--- config.mk ---
export PLATFORM = sky130hd
export DESIGN_NAME = mem_port_arbiter
export DESIGN_NICKNAME = d
export VERILOG_FILES = /design/src/rtl/mem_port_arbiter.sv
export SDC_FILE = /design/constraint.sdc
export NUM_CORES = 1
export LEC_CHECK = 0
export CAP_MARGIN = 40
export CORE_AREA = 3 3 239 241
export CTS_CLUSTER_DIAMETER = 100
export DETAILED_ROUTE_END_ITERATION = 7
export DIE_AREA = 0 0 242 244
export GPL_TIMING_DRIVEN = 0
export MAX_ROUTING_LAYER = met4
export PLACE_DENSITY = 0.42
export SLEW_MARGIN = 20
export SYNTH_ARGS = -nofsm -noshare
export SYNTH_HDL_FRONTEND = slang
export SYNTH_SLANG_ARGS = --single-unit
export TNS_END_PERCENT = 30
--- constraint.sdc ---
create_clock -name clk -period 3.77 [get_ports clk]
set_clock_uncertainty 0.05 [all_clocks]
set_input_delay 0.377 -clock clk [delete_from_list [all_inputs] [get_ports clk]]
set_output_delay 0.377 -clock clk [all_outputs]
set_load 0.02 [all_outputs]
--- src/rtl/mem_port_arbiter.sv ---
// mem_port_arbiter: shares one backing-memory port between icache refills and dcache refill/writeback.
// Latency: grant is combinational in IDLE; mem request is presented one cycle after acceptance; beats pass through combinationally.
// Backpressure: one transaction in flight; both request readys are low outside IDLE; write beats stall on either side's handshake.
// Build option: define ARB_RR_EN for round-robin on contention; otherwise dcache has fixed priority.

module mem_port_arbiter #(
  parameter int ADDR_W = 32,
  parameter int DATA_W = 128,
  parameter int BEATS  = 4
) (
  input  logic              clk,
  input  logic              reset,
  // icache request / response
  input  logic              ic_req_valid,
  input  logic [ADDR_W-1:0] ic_req_addr,
  output logic              ic_req_ready,
  output logic              ic_resp_valid,
  // dcache request / response / write data
  input  logic              dc_req_valid,
  input  logic              dc_req_rw,
  input  logic [ADDR_W-1:0] dc_req_addr,
  output logic              dc_req_ready,
  output logic              dc_resp_valid,
  input  logic              dc_wdata_valid,
  input  logic [DATA_W-1:0] dc_wdata,
  output logic              dc_wdata_ready,
  // shared read data
  output logic [DATA_W-1:0] resp_data,
  // memory side
  output logic              mem_req_valid,
  output logic              mem_req_rw,
  output logic [ADDR_W-1:0] mem_req_addr,
  input  logic              mem_req_ready,
  input  logic              mem_resp_valid,
  input  logic [DATA_W-1:0] mem_resp_data,
  output logic              mem_wdata_valid,
  output logic [DATA_W-1:0] mem_wdata,
  input  logic              mem_wdata_ready
);

  localparam int CNT_W = $clog2(BEATS) + 1;
  localparam logic [CNT_W-1:0] LAST_BEAT = CNT_W'(BEATS - 1);

  typedef enum logic [1:0] {
    S_IDLE = 2'd0,
    S_REQ  = 2'd1,
    S_RD   = 2'd2,
    S_WR   = 2'd3
  } state_t;

  state_t              r_state;
  state_t              w_next_state;
  logic                r_owner;      // 0 = icache, 1 = dcache
  logic                r_last_dc;    // owner of the most recent grant
  logic                r_rw;
  logic [ADDR_W-1:0]   r_addr;
  logic [CNT_W-1:0]    r_beat_cnt;

  logic                w_pick_ic;    // who wins when both caches request together
  logic                w_grant_ic;
  logic                w_grant_dc;
  logic                w_rd_beat;
  logic                w_wr_beat;
  logic                w_last_beat;

`ifdef ARB_RR_EN
  // Round-robin: the cache that did not win last time gets the contended slot.
  assign w_pick_ic = r_last_dc;
`else
  // Fixed priority: dcache always wins; last_dc is still tracked so both builds share state.
  assign w_pick_ic = r_last_dc & 1'b0;
`endif

  // Combinational grant, only in IDLE and never while reset is asserted.
  always_comb begin
    w_grant_ic = 1'b0;
    w_grant_dc = 1'b0;
    if (!reset && (r_state == S_IDLE)) begin
      w_grant_dc = dc_req_valid && (!ic_req_valid || !w_pick_ic);
      w_grant_ic = ic_req_valid && (!dc_req_valid ||  w_pick_ic);
    end
  end

  assign w_rd_beat   = (r_state == S_RD) && mem_resp_valid;
  assign w_wr_beat   = (r_state == S_WR) && dc_wdata_valid && mem_wdata_ready;
  assign w_last_beat = (r_beat_cnt == LAST_BEAT);

  // State register.
  always_ff @(posedge clk) begin
    if (reset) begin
      r_state <= S_IDLE;
    end else begin
      r_state <= w_next_state;
    end
  end

  // Next-state logic: one transaction at a time, exit after the final beat.
  always_comb begin
    w_next_state = r_state;
    case (r_state)
      S_IDLE: begin
        if (w_grant_ic || w_grant_dc) begin
          w_next_state = S_REQ;
        end
      end
      S_REQ: begin
        if (mem_req_ready) begin
          w_next_state = r_rw ? S_WR : S_RD;
        end
      end
      S_RD: begin
        if (w_rd_beat && w_last_beat) begin
          w_next_state = S_IDLE;
        end
      end
      S_WR: begin
        if (w_wr_beat && w_last_beat) begin
          w_next_state = S_IDLE;
        end
      end
      default: w_next_state = S_IDLE;
    endcase
  end

  // Output decode; every valid/ready is forced low during the reset cycle.
  always_comb begin
    ic_req_ready    = 1'b0;
    dc_req_ready    = 1'b0;
    ic_resp_valid   = 1'b0;
    dc_resp_valid   = 1'b0;
    mem_req_valid   = 1'b0;
    mem_wdata_valid = 1'b0;
    dc_wdata_ready  = 1'b0;
    if (!reset) begin
      case (r_state)
        S_IDLE: begin
          ic_req_ready = w_grant_ic;
          dc_req_ready = w_grant_dc;
        end
        S_REQ: begin
          mem_req_valid = 1'b1;
        end
        S_RD: begin
          ic_resp_valid = mem_resp_valid && !r_owner;
          dc_resp_valid = mem_resp_valid &&  r_owner;
        end
        S_WR: begin
          mem_wdata_valid = dc_wdata_valid;
          dc_wdata_ready  = mem_wdata_ready;
        end
        default: begin
          ic_req_ready = 1'b0;
        end
      endcase
    end
  end

  // Transaction context: latched at grant, held for the whole transaction.
  always_ff @(posedge clk) begin
    if (reset) begin
      r_owner   <= 1'b0;
      r_last_dc <= 1'b0;
      r_rw      <= 1'b0;
      r_addr    <= '0;
    end else if (w_grant_ic || w_grant_dc) begin
      r_owner   <= w_grant_dc;
      r_last_dc <= w_grant_dc;
      r_rw      <= w_grant_dc && dc_req_rw;   // icache traffic is always a read
      r_addr    <= w_grant_dc ? dc_req_addr : ic_req_addr;
    end
  end

  // Beat counter: cleared when memory accepts the request, stepped per completed beat.
  always_ff @(posedge clk) begin
    if (reset) begin
      r_beat_cnt <= '0;
    end else if ((r_state == S_REQ) && mem_req_ready) begin
      r_beat_cnt <= '0;
    end else if (w_rd_beat || w_wr_beat) begin
      r_beat_cnt <= r_beat_cnt + CNT_W'(1);
    end
  end

  assign mem_req_rw   = r_rw;
  assign mem_req_addr = r_addr;
  assign mem_wdata    = dc_wdata;
  assign resp_data    = mem_resp_data;

endmodule

==> summary.md <==
| Metric | Value |
|---|---|
| Critical path depth | 5 |
| Worst r2r path cells | 6 |
| Clock Latency Late Sink | 0.33 ns |
| Clock buffer depth | 2 |
| Met3 GRT Util | 2.50% |
| Post-CTS sizing | 0 |
| CTS Sinks | 39 |
| Setup TNS | 0 ns |
| Final WL | 24.4 mm |
| I/O pins | around 630 |
| Crit share post-route | 87.9% |
| Crit-path max FO | 10 |
| Nets | 1203 |
| Slew headroom | a little under half |
| Final hold violation count | 0 |
| Yosys cell types | 32 |
| Fin crit period | 3.32 ns |
| CTS Hold Buffers Added | 0 |
| CP top delay family | buffers and inverters |
| Max Slew Vio Count | 0 |
| Synthesized area | 3990 um2 |
| Met1 usage | 8.69% |
| Antenna-violating nets left | 0 |
| Bufs and invs on worst path | 3 |
| Reg2reg end | mem_req_addr[1]$_SDFFE_PP0P_ |
| Req. time, crit path | 3.34 ns |
| Cell-internal power | about 0.0014 W |
| GRT Max-Usage Layer | met2 |
| CTS tree | yes |
| Final Cell Area | 8850 um2 |
| Total iterations of the first detailed-routing run | 4 |
| CTS H-Tree Depth | 2 |
| Critical Path Sink | ic_req_ready |
| RSZ-0062 raised after global routing | no |
| CP max stage cell | nor3_2 |
| #FFs+latches synth | 39 |
| Share of cells above drive strength 1 | 35.6% |
| Die Ht | roughly 240 um |
| M2 GR Usage | 13.9% |
| Clk network pwr share | a little over a quarter |
| Syn Area/Cell | 8.10 um2 |
| Clock transition at the registers of the reported paths | 0.08 ns |
| Critical Path Max Stage Delay | 0.62 ns |
| Final cell count without fillers | 1624 |
| Pwr/cell area | about 240 nW/um2 |
| Max cap viols | 0 |
| Tot GR Track Use | 7.94% |
| Most common cell after layout, fill and taps aside | clkdlybuf4s50_1 |
| Max Freq | ~0.30 GHz |
| Die area | 59000 um2 |
| CP Data Arrival Time | 2.89 ns |
| Total gr overflow | 0 |
| Area growth syn-to-layout | 122% |
| Peak VDD IR | 0.166 mV |
| Crit Path Class | reg2out |
| Core Box Area | 55100 um2 |
| Vias in the first global route | 4897 |
| Total number of vias | 4414 |
| Post-Place Cell Area | 8660 um2 |
| Post-synthesis sequential area ratio | between 10% and 20% |
| Origin of the critical flop-to-flop path | r_state[0]$_SDFFE_PP0P_ |
| Mapped Nets | slightly above 800 |
| First-pass GRT wire length | approximately 33 mm |
| Routed WL per cell | 15.0 um |
| Reg2Reg Setup Slack | roughly 1.3 ns |
| Clock root buffer | clkbuf_16 |
| DIE WIDTH | 242 um |
| Final Setup Violations | 0 |
| Most frequent cells in the layout | 367 x clkdlybuf4s50_1, 256 x buf_4, 67 x nand2_1 |
| Hpwl dp | 21.0 mm |
| Total CTS buffers | 5 |
| Rows | 86 |
| Startpoint Class | register |
| DR vias/cell | 2.72 |
| Crit. End Element | output port |
| Largest net degree at the start of global routing | 14 |
| Setup WS pre-CTS | around 0.64 ns |
| CP startpoint | r_state[0]$_SDFFE_PP0P_ |
| Drc violations | 0 |
| Flop pwr share | between 20% and 30% |
| Syn. warnings | 0 |
| Worst hold path type | reg2reg |
| Port-buffer cells | about 370 |
| Crit path cell chain | buf_2 -> nor3_2 -> clkbuf_1 -> and3b_1 -> clkdlybuf4s50_1 |
| # Post-CTS Setup Buffers | 0 |
| Gate power share | 52.1% |
| Post-Syn Instances | 492 |
| Leak | approximately 3.5 nW |
| Worst-Margin Slew | 0.788 ns |
| Sw Pwr | 0.000784 W |
| Post-layout util | 16.1% |
| RD Place Congestion | about 0.76 |
| Initial Util | 7.24% |
| 1st-iter DRT viols | slightly above 100 |
| Switching fraction of total power | 36.5% |
| Initial antenna violation count | 3 |
| Status | completed |
| Dpl cells | 1612 |
| Setup WS post-layout | ~0.45 ns |
per-layer routing:
| metal | part of all wire, % | vias up |
|---|---|---|
| met5 | 0 | - |
| met4 | 1.4 | 0 |
| met3 | 7.7 | 10 |
| met2 | 52 | 281 |
| met1 | 39 | 1991 |
| li1 | - | 2132 |
flip-flops by register name, indices dropped and copies added, names as in the netlist:
register	flops
r_owner	1
r_beat_cnt	3
mem_req_rw	1
r_state	2
mem_req_addr	32
power groups by stage:
stage                     Sequential, W  Clock, W  Combinational [W]
after floorplan                0.000517         0           0.000557
after global placement         0.000478         0            0.00113
after detailed placement       0.000479         0            0.00114
after CTS                      0.000470  0.000619            0.00114
after global routing           0.000474  0.000618            0.00119
final                          0.000469  0.000562            0.00112
cell usage after synthesis:
master	instances	area, um2
and3_1	3	18.8
and2_1	1	6.26
a2111oi_0	1	8.76
a21oi_1	36	180
buf_6	4	45.0
nand3b_1	6	45.0
nor3b_1	1	7.51
a21bo_2	2	20.0
nand3_1	1	5.00
buf_4	256	1920
and2_0	1	6.26
or2_2	1	6.26
buf_2	5	25.0
clkbuf_1	15	56.3
nor3_2	1	10.0
buf_8	1	15.0
nand2b_1	1	6.26
a211oi_1	1	7.51
nand2_1	67	251
a311oi_2	23	345
and3b_1	1	8.76
nor2b_1	1	6.26
ha_1	2	25.0
a311oi_1	10	87.6
inv_1	2	7.51
mux2i_1	3	30.0
nor3_1	1	5.00
or3b_2	2	17.5
nor2_1	2	7.51
or4b_4	1	13.8
clkinv_4	1	8.76
dfxtp_1	39	781
through the flow:
stage	power (W)	hold WS, ns
floorplan	0.00107	0.413
global placement	0.00161	0.429
detailed placement	0.00162	0.447
CTS	0.00223	0.458
global route	0.00228	0.480
finish	0.00215	0.456
worst register-to-register path, stage by stage, from the launching register on:
cell and delay (ns):
dfxtp_1 0.31, buf_2 0.17, nor3_2 0.62, and2_0 0.21
clkbuf_1 0.37, buf_2 0.46, a311oi_2 0.17
final cells by class:
type / instances / area [um2]
fill: 6261 / 46200
timing repair buffer: 373 / 3750
buffer: 281 / 2060
multi-input combinational: 169 / 1130
tap: 748 / 936
sequential: 39 / 781
clock buffer: 5 / 125
clock inverter: 3 / 43.8
inverter: 3 / 16.3
antenna: 3 / 7.51
worst min path at each step:
stage,start,end,slack [ns],cells after the start
2_1_floorplan,r_beat_cnt[2]$_SDFFE_PP0P_,r_beat_cnt[2]$_SDFFE_PP0P_,0.41,2
3_3_place_gp,r_beat_cnt[2]$_SDFFE_PP0P_,r_beat_cnt[2]$_SDFFE_PP0P_,0.43,2
3_5_place_dp,r_beat_cnt[1]$_SDFFE_PP0P_,r_beat_cnt[1]$_SDFFE_PP0P_,0.45,2
4_1_cts,r_beat_cnt[1]$_SDFFE_PP0P_,r_beat_cnt[1]$_SDFFE_PP0P_,0.46,2
5_1_grt,r_beat_cnt[1]$_SDFFE_PP0P_,r_beat_cnt[1]$_SDFFE_PP0P_,0.48,2
6_report,r_beat_cnt[1]$_SDFFE_PP0P_,r_beat_cnt[1]$_SDFFE_PP0P_,0.46,2
cell families (layout without fill, tap and decap cells):
| kind of cell | after synthesis | in the layout | synth area share (%) |
|---|---|---|---|
| adder cells (fa/ha/maj) | 2 | 2 | 0.628 |
| flip-flops | 39 | 39 | 19.6 |
| multiplexers | 3 | 3 | 0.753 |
| AND/OR/NAND/NOR | 91 | 91 | 10.6 |
| AO/OA/AOI/OAI | 73 | 73 | 16.3 |
| buffers and inverters | 284 | 665 | 52.2 |
| other | 0 | 3 | 0 |
(Power assumes the default switching activity.)
